$ cat src/rtl/mc_controller.sv
// Multicycle RV32I controller: FETCH/DECODE/EXEC/MEM/WB sequencing with a variable-latency memory handshake.
// Latency: ALU 4, branch/JAL/JALR 3, load 5, store 4 cycles with zero-wait memory; strobes decode combinationally.
// Backpressure: mem_req is held until mem_ready; a bounded wait (MEM_TIMEOUT) ends in a sticky timeout trap.
module mc_controller #(
    parameter int MEM_TIMEOUT = 16,
    parameter int EN_TIMEOUT  = 1,
    parameter int CNT_W       = 32
) (
    input  logic             clk,
    input  logic             reset,
    input  logic             go_contr,
    input  logic [6:0]       opcode,
    input  logic [2:0]       func3,
    input  logic [6:0]       func7,
    input  logic             comp,
    input  logic             mem_ready,
    output logic             irEn,
    output logic             pcEn,
    output logic [1:0]       pc_select,
    output logic             aluSrc,
    output logic             regWrite,
    output logic [1:0]       memToReg,
    output logic             isByte,
    output logic             isHalf,
    output logic             isWord,
    output logic             memRead,
    output logic             memWrite,
    output logic             mem_req,
    output logic             halted,
    output logic             trap,
    output logic [1:0]       trap_cause,
    output logic [CNT_W-1:0] retired
);

    localparam logic [6:0] OPC_LUI    = 7'b0110111;
    localparam logic [6:0] OPC_AUIPC  = 7'b0010111;
    localparam logic [6:0] OPC_JAL    = 7'b1101111;
    localparam logic [6:0] OPC_JALR   = 7'b1100111;
    localparam logic [6:0] OPC_BRANCH = 7'b1100011;
    localparam logic [6:0] OPC_LOAD   = 7'b0000011;
    localparam logic [6:0] OPC_STORE  = 7'b0100011;
    localparam logic [6:0] OPC_OPIMM  = 7'b0010011;
    localparam logic [6:0] OPC_OP     = 7'b0110011;
    localparam logic [6:0] OPC_SYSTEM = 7'b1110011;

    localparam logic [1:0] CAUSE_ILLEGAL = 2'b01;
    localparam logic [1:0] CAUSE_TIMEOUT = 2'b10;
    localparam logic [1:0] CAUSE_SIZE    = 2'b11;

    typedef enum logic [2:0] {
        S_IDLE,
        S_FETCH,
        S_DECODE,
        S_EXEC,
        S_MEM,
        S_WB,
        S_HALT,
        S_TRAP
    } state_t;

    state_t      state;
    logic [15:0] waitCnt;

    logic isLui, isAuipc, isJal, isJalr, isBranch, isLoad, isStore, isOpImm, isOp, isSystem;
    logic isLegal, badSize, finishesInExec;
    logic memStage, timeoutHit, complete;

    // func7 carries no meaning for this revision's control decisions.
    logic unusedFunc7;
    assign unusedFunc7 = ^func7;

    assign isLui    = (opcode == OPC_LUI);
    assign isAuipc  = (opcode == OPC_AUIPC);
    assign isJal    = (opcode == OPC_JAL);
    assign isJalr   = (opcode == OPC_JALR);
    assign isBranch = (opcode == OPC_BRANCH);
    assign isLoad   = (opcode == OPC_LOAD);
    assign isStore  = (opcode == OPC_STORE);
    assign isOpImm  = (opcode == OPC_OPIMM);
    assign isOp     = (opcode == OPC_OP);
    assign isSystem = (opcode == OPC_SYSTEM);

    assign isLegal = isLui | isAuipc | isJal | isJalr | isBranch | isLoad |
                     isStore | isOpImm | isOp | isSystem;

    // Loads reject the RV64/reserved widths; stores only have byte/half/word.
    assign badSize = (isLoad  && (func3 == 3'b011 || func3 == 3'b110 || func3 == 3'b111)) ||
                     (isStore && (func3[2] || func3 == 3'b011));

    assign finishesInExec = isBranch | isJal | isJalr;

    assign memStage = (state == S_FETCH) || (state == S_MEM);

    // mem_ready in the deadline cycle still wins over the timeout.
    assign timeoutHit = (EN_TIMEOUT != 0) && memStage && !mem_ready &&
                        (waitCnt == 16'(MEM_TIMEOUT));

    assign complete = (state == S_WB) ||
                      (state == S_EXEC && finishesInExec) ||
                      (state == S_MEM && isStore && mem_ready);

    // Datapath strobes decoded from the current state and instruction fields.
    always_comb begin
        irEn      = 1'b0;
        pcEn      = 1'b0;
        pc_select = 2'b00;
        aluSrc    = 1'b0;
        regWrite  = 1'b0;
        memToReg  = 2'b00;
        isByte    = 1'b0;
        isHalf    = 1'b0;
        isWord    = 1'b0;
        memRead   = 1'b0;
        memWrite  = 1'b0;
        mem_req   = 1'b0;
        unique case (state)
            S_FETCH: begin
                mem_req = 1'b1;
                memRead = 1'b1;
                isWord  = 1'b1;
                irEn    = mem_ready;
            end
            S_EXEC: begin
                aluSrc = !(isOp || isBranch);
                if (isBranch) begin
                    pcEn      = 1'b1;
                    pc_select = comp ? 2'b01 : 2'b00;
                end
                if (isJal || isJalr) begin
                    regWrite  = 1'b1;
                    memToReg  = 2'b10;
                    pcEn      = 1'b1;
                    pc_select = isJalr ? 2'b10 : 2'b01;
                end
            end
            S_MEM: begin
                mem_req  = 1'b1;
                aluSrc   = 1'b1;
                memRead  = isLoad;
                memWrite = isStore;
                isByte   = (func3[1:0] == 2'b00);
                isHalf   = (func3[1:0] == 2'b01);
                isWord   = (func3[1:0] == 2'b10);
                // A store retires on the handshake, so the PC advances here.
                if (isStore && mem_ready) begin
                    pcEn = 1'b1;
                end
            end
            S_WB: begin
                regWrite = 1'b1;
                pcEn     = 1'b1;
                aluSrc   = !(isOp || isBranch);
                if (isLoad) begin
                    memToReg = 2'b01;
                end else if (isLui) begin
                    memToReg = 2'b11;
                end
            end
            default: begin
            end
        endcase
    end

    // Sequencer, memory wait counter, retire counter and sticky halt/trap status.
    always_ff @(posedge clk or posedge reset) begin
        if (reset) begin
            state      <= S_IDLE;
            waitCnt    <= 16'd0;
            retired    <= '0;
            halted     <= 1'b0;
            trap       <= 1'b0;
            trap_cause <= 2'b00;
        end else if (complete) begin
            retired <= retired + CNT_W'(1);
            waitCnt <= 16'd0;
            state   <= go_contr ? S_FETCH : S_IDLE;
        end else begin
            unique case (state)
                S_IDLE: begin
                    if (go_contr) begin
                        waitCnt <= 16'd0;
                        state   <= S_FETCH;
                    end
                end
                S_FETCH, S_MEM: begin
                    if (mem_ready) begin
                        waitCnt <= 16'd0;
                        // Stores completed above; only fetch and load remain here.
                        state   <= (state == S_FETCH) ? S_DECODE : S_WB;
                    end else if (timeoutHit) begin
                        state      <= S_TRAP;
                        trap       <= 1'b1;
                        trap_cause <= CAUSE_TIMEOUT;
                    end else if (waitCnt != 16'hFFFF) begin
                        waitCnt <= waitCnt + 16'd1;
                    end
                end
                S_DECODE: begin
                    if (!isLegal) begin
                        state      <= S_TRAP;
                        trap       <= 1'b1;
                        trap_cause <= CAUSE_ILLEGAL;
                    end else if (badSize) begin
                        state      <= S_TRAP;
                        trap       <= 1'b1;
                        trap_cause <= CAUSE_SIZE;
                    end else if (isSystem) begin
                        state  <= S_HALT;
                        halted <= 1'b1;
                    end else begin
                        state <= S_EXEC;
                    end
                end
                S_EXEC: begin
                    if (isLoad || isStore) begin
                        waitCnt <= 16'd0;
                        state   <= S_MEM;
                    end else begin
                        state <= S_WB;
                    end
                end
                default: begin
                    // HALT and TRAP are terminal until reset; WB always completes.
                end
            endcase
        end
    end

endmodule

$ cat config.mk
export PLATFORM = sky130hd
export DESIGN_NAME = mc_controller
export DESIGN_NICKNAME = d
export VERILOG_FILES = /design/src/rtl/mc_controller.sv
export SDC_FILE = /design/constraint.sdc
export NUM_CORES = 1
export LEC_CHECK = 0
export CORE_MARGIN = 2
export CORE_UTILIZATION = 23
export DETAILED_ROUTE_END_ITERATION = 10
export GPL_TIMING_DRIVEN = 1
export SLEW_MARGIN = 20
export SYNTH_ARGS = -nofsm -noshare
export SYNTH_HDL_FRONTEND = slang
export SYNTH_SLANG_ARGS = --single-unit
$ cat constraint.sdc
create_clock -name clk -period 3.25 [get_ports clk]
set_input_delay 0.65 -clock clk [delete_from_list [all_inputs] [get_ports clk]]
set_output_delay 0.65 -clock clk [all_outputs]
set_load 0.02 [all_outputs]
# Word-level counts from Yosys, hierarchy flattened
# Cells that the tools add are included.
[classes]
n_eq_ne = 30
addsub = 2
mux = 51
bitwise = 13
n_reduce_logical = 31
[op_table]
columns = ["operator", "count"]
rows = [
  ["2-to-1 mux 16 bit", 6],
  ["case mux 16 bit (3 select lines)", 1],
  ["adder 32 x 1 -> 32 bit, second input constant", 1],
  ["== test 7 bit, second input constant", 4],
  ["2-to-1 mux 3 bit", 8],
  ["== test 7 x 6 -> 1 bit, second input constant", 3],
  ["2-to-1 mux 2 bit", 10],
  ["2-to-1 mux 1 bit", 17],
  ["adder 16 x 1 -> 16 bit, second input constant", 1],
  ["== test 16 x 5 -> 1 bit, second input constant", 1],
  ["inequality test 16 bit, second input constant", 1],
  ["AND reduction 5 bit", 3],
  ["== test 7 x 5 -> 1 bit, second input constant", 2],
  ["== test 3 bit, second input constant", 4],
  ["case mux 3 bit (4 select lines)", 1],
  ["OR 1 bit", 11],
  ["logical OR 1 bit", 10],
  ["case mux 1 bit (2 select lines)", 5],
  ["== test 3 x 2 -> 1 bit, second input constant", 3],
  ["logical AND 1 bit", 8],
  ["inequality test 4 x 1 -> 1 bit, second input constant", 2],
  ["case mux 2 bit (2 select lines)", 2],
  ["== test 7 x 2 -> 1 bit, second input constant", 1],
  ["inequality test 3 bit, second input constant", 2],
  ["other kinds (17)", 20],
]
[word_totals]
ff_bits = 55
in_bits = 22
wordCells = 133
output_inout_bits = 50

# Logic depth before layout (Yosys ltp)
[depth]
depth_word = 13
depth_mapped = 8
ltp_nobuf = 7

# Worst setup path after synthesis
# Ideal clock, no wire load.
[synth_path]
path_type = "input to output"
startpoint = "in opcode[3]"
endpoint = "out memRead"
slack_ns = 0.630
t_arrival_ns = 1.970
cell_stages = 5
n_path_buf = 1
required_time_ns = 2.600
cell_sequence = "buf_4 > nor4bb_4 > nand2_1 > or3_1 > a21oi_1"
[synth_between]
elab_chain_cells = 2
[synth_rtl]
columns = ["item", "line", "rtl"]
rows = [
  ["start, declared", "12", "input logic [6:0] opcode,"],
  ["== test 7 x 2 -> 1 bit", "77", "assign isLoad = (opcode == OPC_LOAD);"],
  ["case mux 1 bit (2 select lines)", "116", "unique case (state)"],
  ["end, declared", "26", "output logic memRead,"],
]
# No other way between the ends.

# Final worst setup path
[layout_path]
startpoint = "in opcode[4]"
endpoint = "out memToReg[0]"
[layout_between]
elab_chain_cells = 4
word_cells_on_any_way = 5
classes_between = "eq/ne: 2; mux: 3"
[layout_rtl]
columns = ["item", "line", "rtl"]
rows = [
  ["== test 7 x 6 -> 1 bit", "72", "assign isLui = (opcode == OPC_LUI);"],
  ["2-to-1 mux 2 bit", "155", "end else if (isLui) begin"],
  ["2-to-1 mux 2 bit *", "153", "if (isLoad) begin"],
  ["case mux 2 bit (2 select lines) *", "116", ""],
  ["end, declared", "22", "output logic [1:0] memToReg,"],
]
# Every way passes the cells marked *; elsewhere a longest branch is shown, timed or not.

==> metrics <==
CTS tree=yes; final WL=9490 microns; Slew HR=33.3%; synth unique cells=53; Final Hold Viols=0; synthesis-to-layout area growth=32.5%; final setup margin=0.0926 ns; Slew Limit Fails=0; Net Switching=1.03 mW; hold slack=0.471 ns; most common cell after layout, fill and taps aside=clkdlybuf4s50_1; fmax=0.317 GHz; Critical Path End Type=output port; CP arrival=2.51 ns; CTS clk-pin slew, worst paths=0.07 ns; buffers added on ports=64; Reg power frac=34.8%; die width=127 microns; H-tree depth=2; final worst path period share=97.2%; fill count=1,555; top post-synthesis cells by area=dfrtp_1 (39%), nand3_1 (5.4%), xnor2_1 (4.3%); initial antenna violation count=0; number of synthesized flops with an enable pin=0; min-delay worst type=reg -> reg; final core utilization=30.8%; yosys warns=0; post-DR vias/cell=4.96; cells after synthesis=390; syn_nets=415; worst-path maximum fanout=6; top_reg_cell synth=dfrtp_1; worst slack, placed=-0.122 ns; Clock Skews=0.0120 ns; Pwr Density=545 nW/um^2; status=finished clean; first-pass GRT wire length=15,400 microns; crit path kind=in -> out; Clock Sinks=55; layout cells sized above 1=9.48%; clock group share of total power=21.8%; Tmin final=3.16 ns; hpwl dp=6840 microns; CTS Buffer Depth=2; type of origin of the critical path=input port; most frequent cells in the layout=clkdlybuf4s50_1 (58), dfrtp_1 (55), nand3_1 (38); RSZ-0062 raised after global routing=no; DRC errors left=0; Routed wire per std cell=14.6 microns; die height=127 microns; Pint=1.49 mW; nets@finish=488; DR pass1 iterations=4; WP data required=2.60 ns; sequential-to-total area share from yosys stat=39.4%; Root Buffer=clkbuf_16; #FFs+latches synth=55; largest net degree at the start of global routing=35; Initial Util=23.2%; routed via count=3,231; cell taking the most area after synthesis=dfrtp_1; initial drt markers=172; Pleak=1.90 nW; Comb pwr share=43.4%; Overflow after GRT=0; max_cap viols=0; Cell Area, Synth=3490 sq um; full die area=16,200 sq um; DRT antenna net count=0; worst slew pin tran=0.997 ns; Sw Ratio=41.0%; CORE AREA=15,000 sq um; Ports=72; CTS Buf Count=5; Avg Cell Area, Syn=8.95 sq um; GRT Total Usage=11.5%; clock insertion delay at the later pin of the skew report=0.30 ns; # hold bufs at CTS=0; row count=45; post-synthesis async set-or-reset flop share=100%; vias in the first global route=3,053; Setup Fix Bufs, Post-CTS=0; diode count=0; Max IR drop VDD=0.000272 V; routability cong.=0.843; Synth top area share=39.4%; final setup vio count=0
-- kinds of logic (layout without fill, tap and decap cells) --
family                   after synthesis  in the layout  share of synthesized area, %
XOR/XNOR                              31             31                          7.78
adder cells (fa/ha/maj)                3              3                          1.08
flip-flops                            55             55                          39.4
AO/OA/AOI/OAI                         66             66                          13.4
multiplexers                          11             11                          3.16
buffers and inverters                 35            109                          4.45
AND/OR/NAND/NOR                      189            189                          30.7
-- layout make-up --
| cell class | instances | area (sq um) | share of cell area [%] |
|---|---|---|---|
| clock buffer | 5 | 125 | 2.71 |
| clock inverter | 3 | 23.8 | 0.514 |
| inverter | 12 | 45.0 | 0.974 |
| multi-input combinational | 300 | 1970 | 42.6 |
| sequential | 55 | 1380 | 29.8 |
| tap | 188 | 235 | 5.09 |
| timing repair buffer | 89 | 848 | 18.3 |
-- flip-flops by register name (all words and copies together) (netlist names) --
register and flops:
waitCnt 16, trap_cause 2, halted 1, trap 1, retired 32, state 3
-- routing by layer --
layer  global-route usage, %  wire length, microns  up-vias
met4                    3.81                   117        0
met3                    1.88                   513        5
met2                    18.2                  4360       98
met1                    16.1                  4500     1560
li1                        -                     -     1568
met5                       0                     0        -
-- critical path, cell delays in order --
cell and delay [ns]:
clkdlybuf4s50_1 0.51, buf_4 0.19, or3_1 0.33, nand2_1 0.06
and3_1 0.15, clkdlybuf4s50_1 0.61
-- path summary, 6_finish.rpt --
kind | from | endpoint | cells after the start | slack, ns
min in group asynchronous | reset | retired[14]$_DFFE_PP0N_ | 2 | 0.71
worst min-delay path | retired[31]$_DFFE_PP0N_ | retired[31]$_DFFE_PP0N_ | 1 | 0.47
worst min register to register | retired[31]$_DFFE_PP0N_ | retired[31]$_DFFE_PP0N_ | 1 | 0.47
worst max register to register | state[0]$_DFFE_PP0P_ | waitCnt[1]$_DFFE_PP0P_ | 7 | 0.74
worst max-delay path | opcode[4] | memToReg[0] | 6 | 0.09
max in group asynchronous | reset | waitCnt[7]$_DFFE_PP0P_ | 3 | 1.89
-- synth_stat cells (3+ instances only) --
cell / instances
buf_2: 9
nor2_1: 19
and4_1: 6
a211oi_1: 8
ha_1: 3
a31oi_1: 3
xnor2_1: 17
nand4_1: 21
o21ai_0: 5
clkbuf_1: 11
nor3b_1: 4
inv_1: 11
o22ai_1: 5
nor4_1: 7
nand2_1: 36
and3_1: 9
nor2b_1: 4
dfrtp_1: 55
o31ai_1: 3
nand3_1: 38
a21oi_1: 21
or3_1: 3
nor3_1: 10
o2bb2ai_1: 5
nand2b_1: 7
mux2i_1: 11
and2_1: 4
nand3b_1: 11
o211ai_1: 3
xor2_1: 14
-- stage by stage --
stage / instances / cell area (sq um) / power (mW) / TNS [ns]
floorplan: 390 / 3490 / 1.56 / 0
global placement: 644 / 4460 / 1.96 / -0.158
detailed placement: 644 / 4460 / 1.99 / -0.162
CTS: 652 / 4610 / 2.54 / 0
global route: 652 / 4620 / 2.68 / 0
finish: 652 / 4620 / 2.52 / 0
-- power groups by stage --
stage / combinational (mW) / sequential, mW / clock [mW]
3_3_place_gp: 1.08 / 0.886 / 0
3_5_place_dp: 1.10 / 0.890 / 0
4_1_cts: 1.10 / 0.877 / 0.565
2_1_floorplan: 0.673 / 0.883 / 0
5_1_grt: 1.20 / 0.894 / 0.588
6_report: 1.09 / 0.876 / 0.550
-- repair_timing --
item	4_1_cts	5_1_grt
resized for setup	3	5
endpoints found under the setup margin	3	3
pin swaps	0	0
Power figures use the tool's default switching activity.
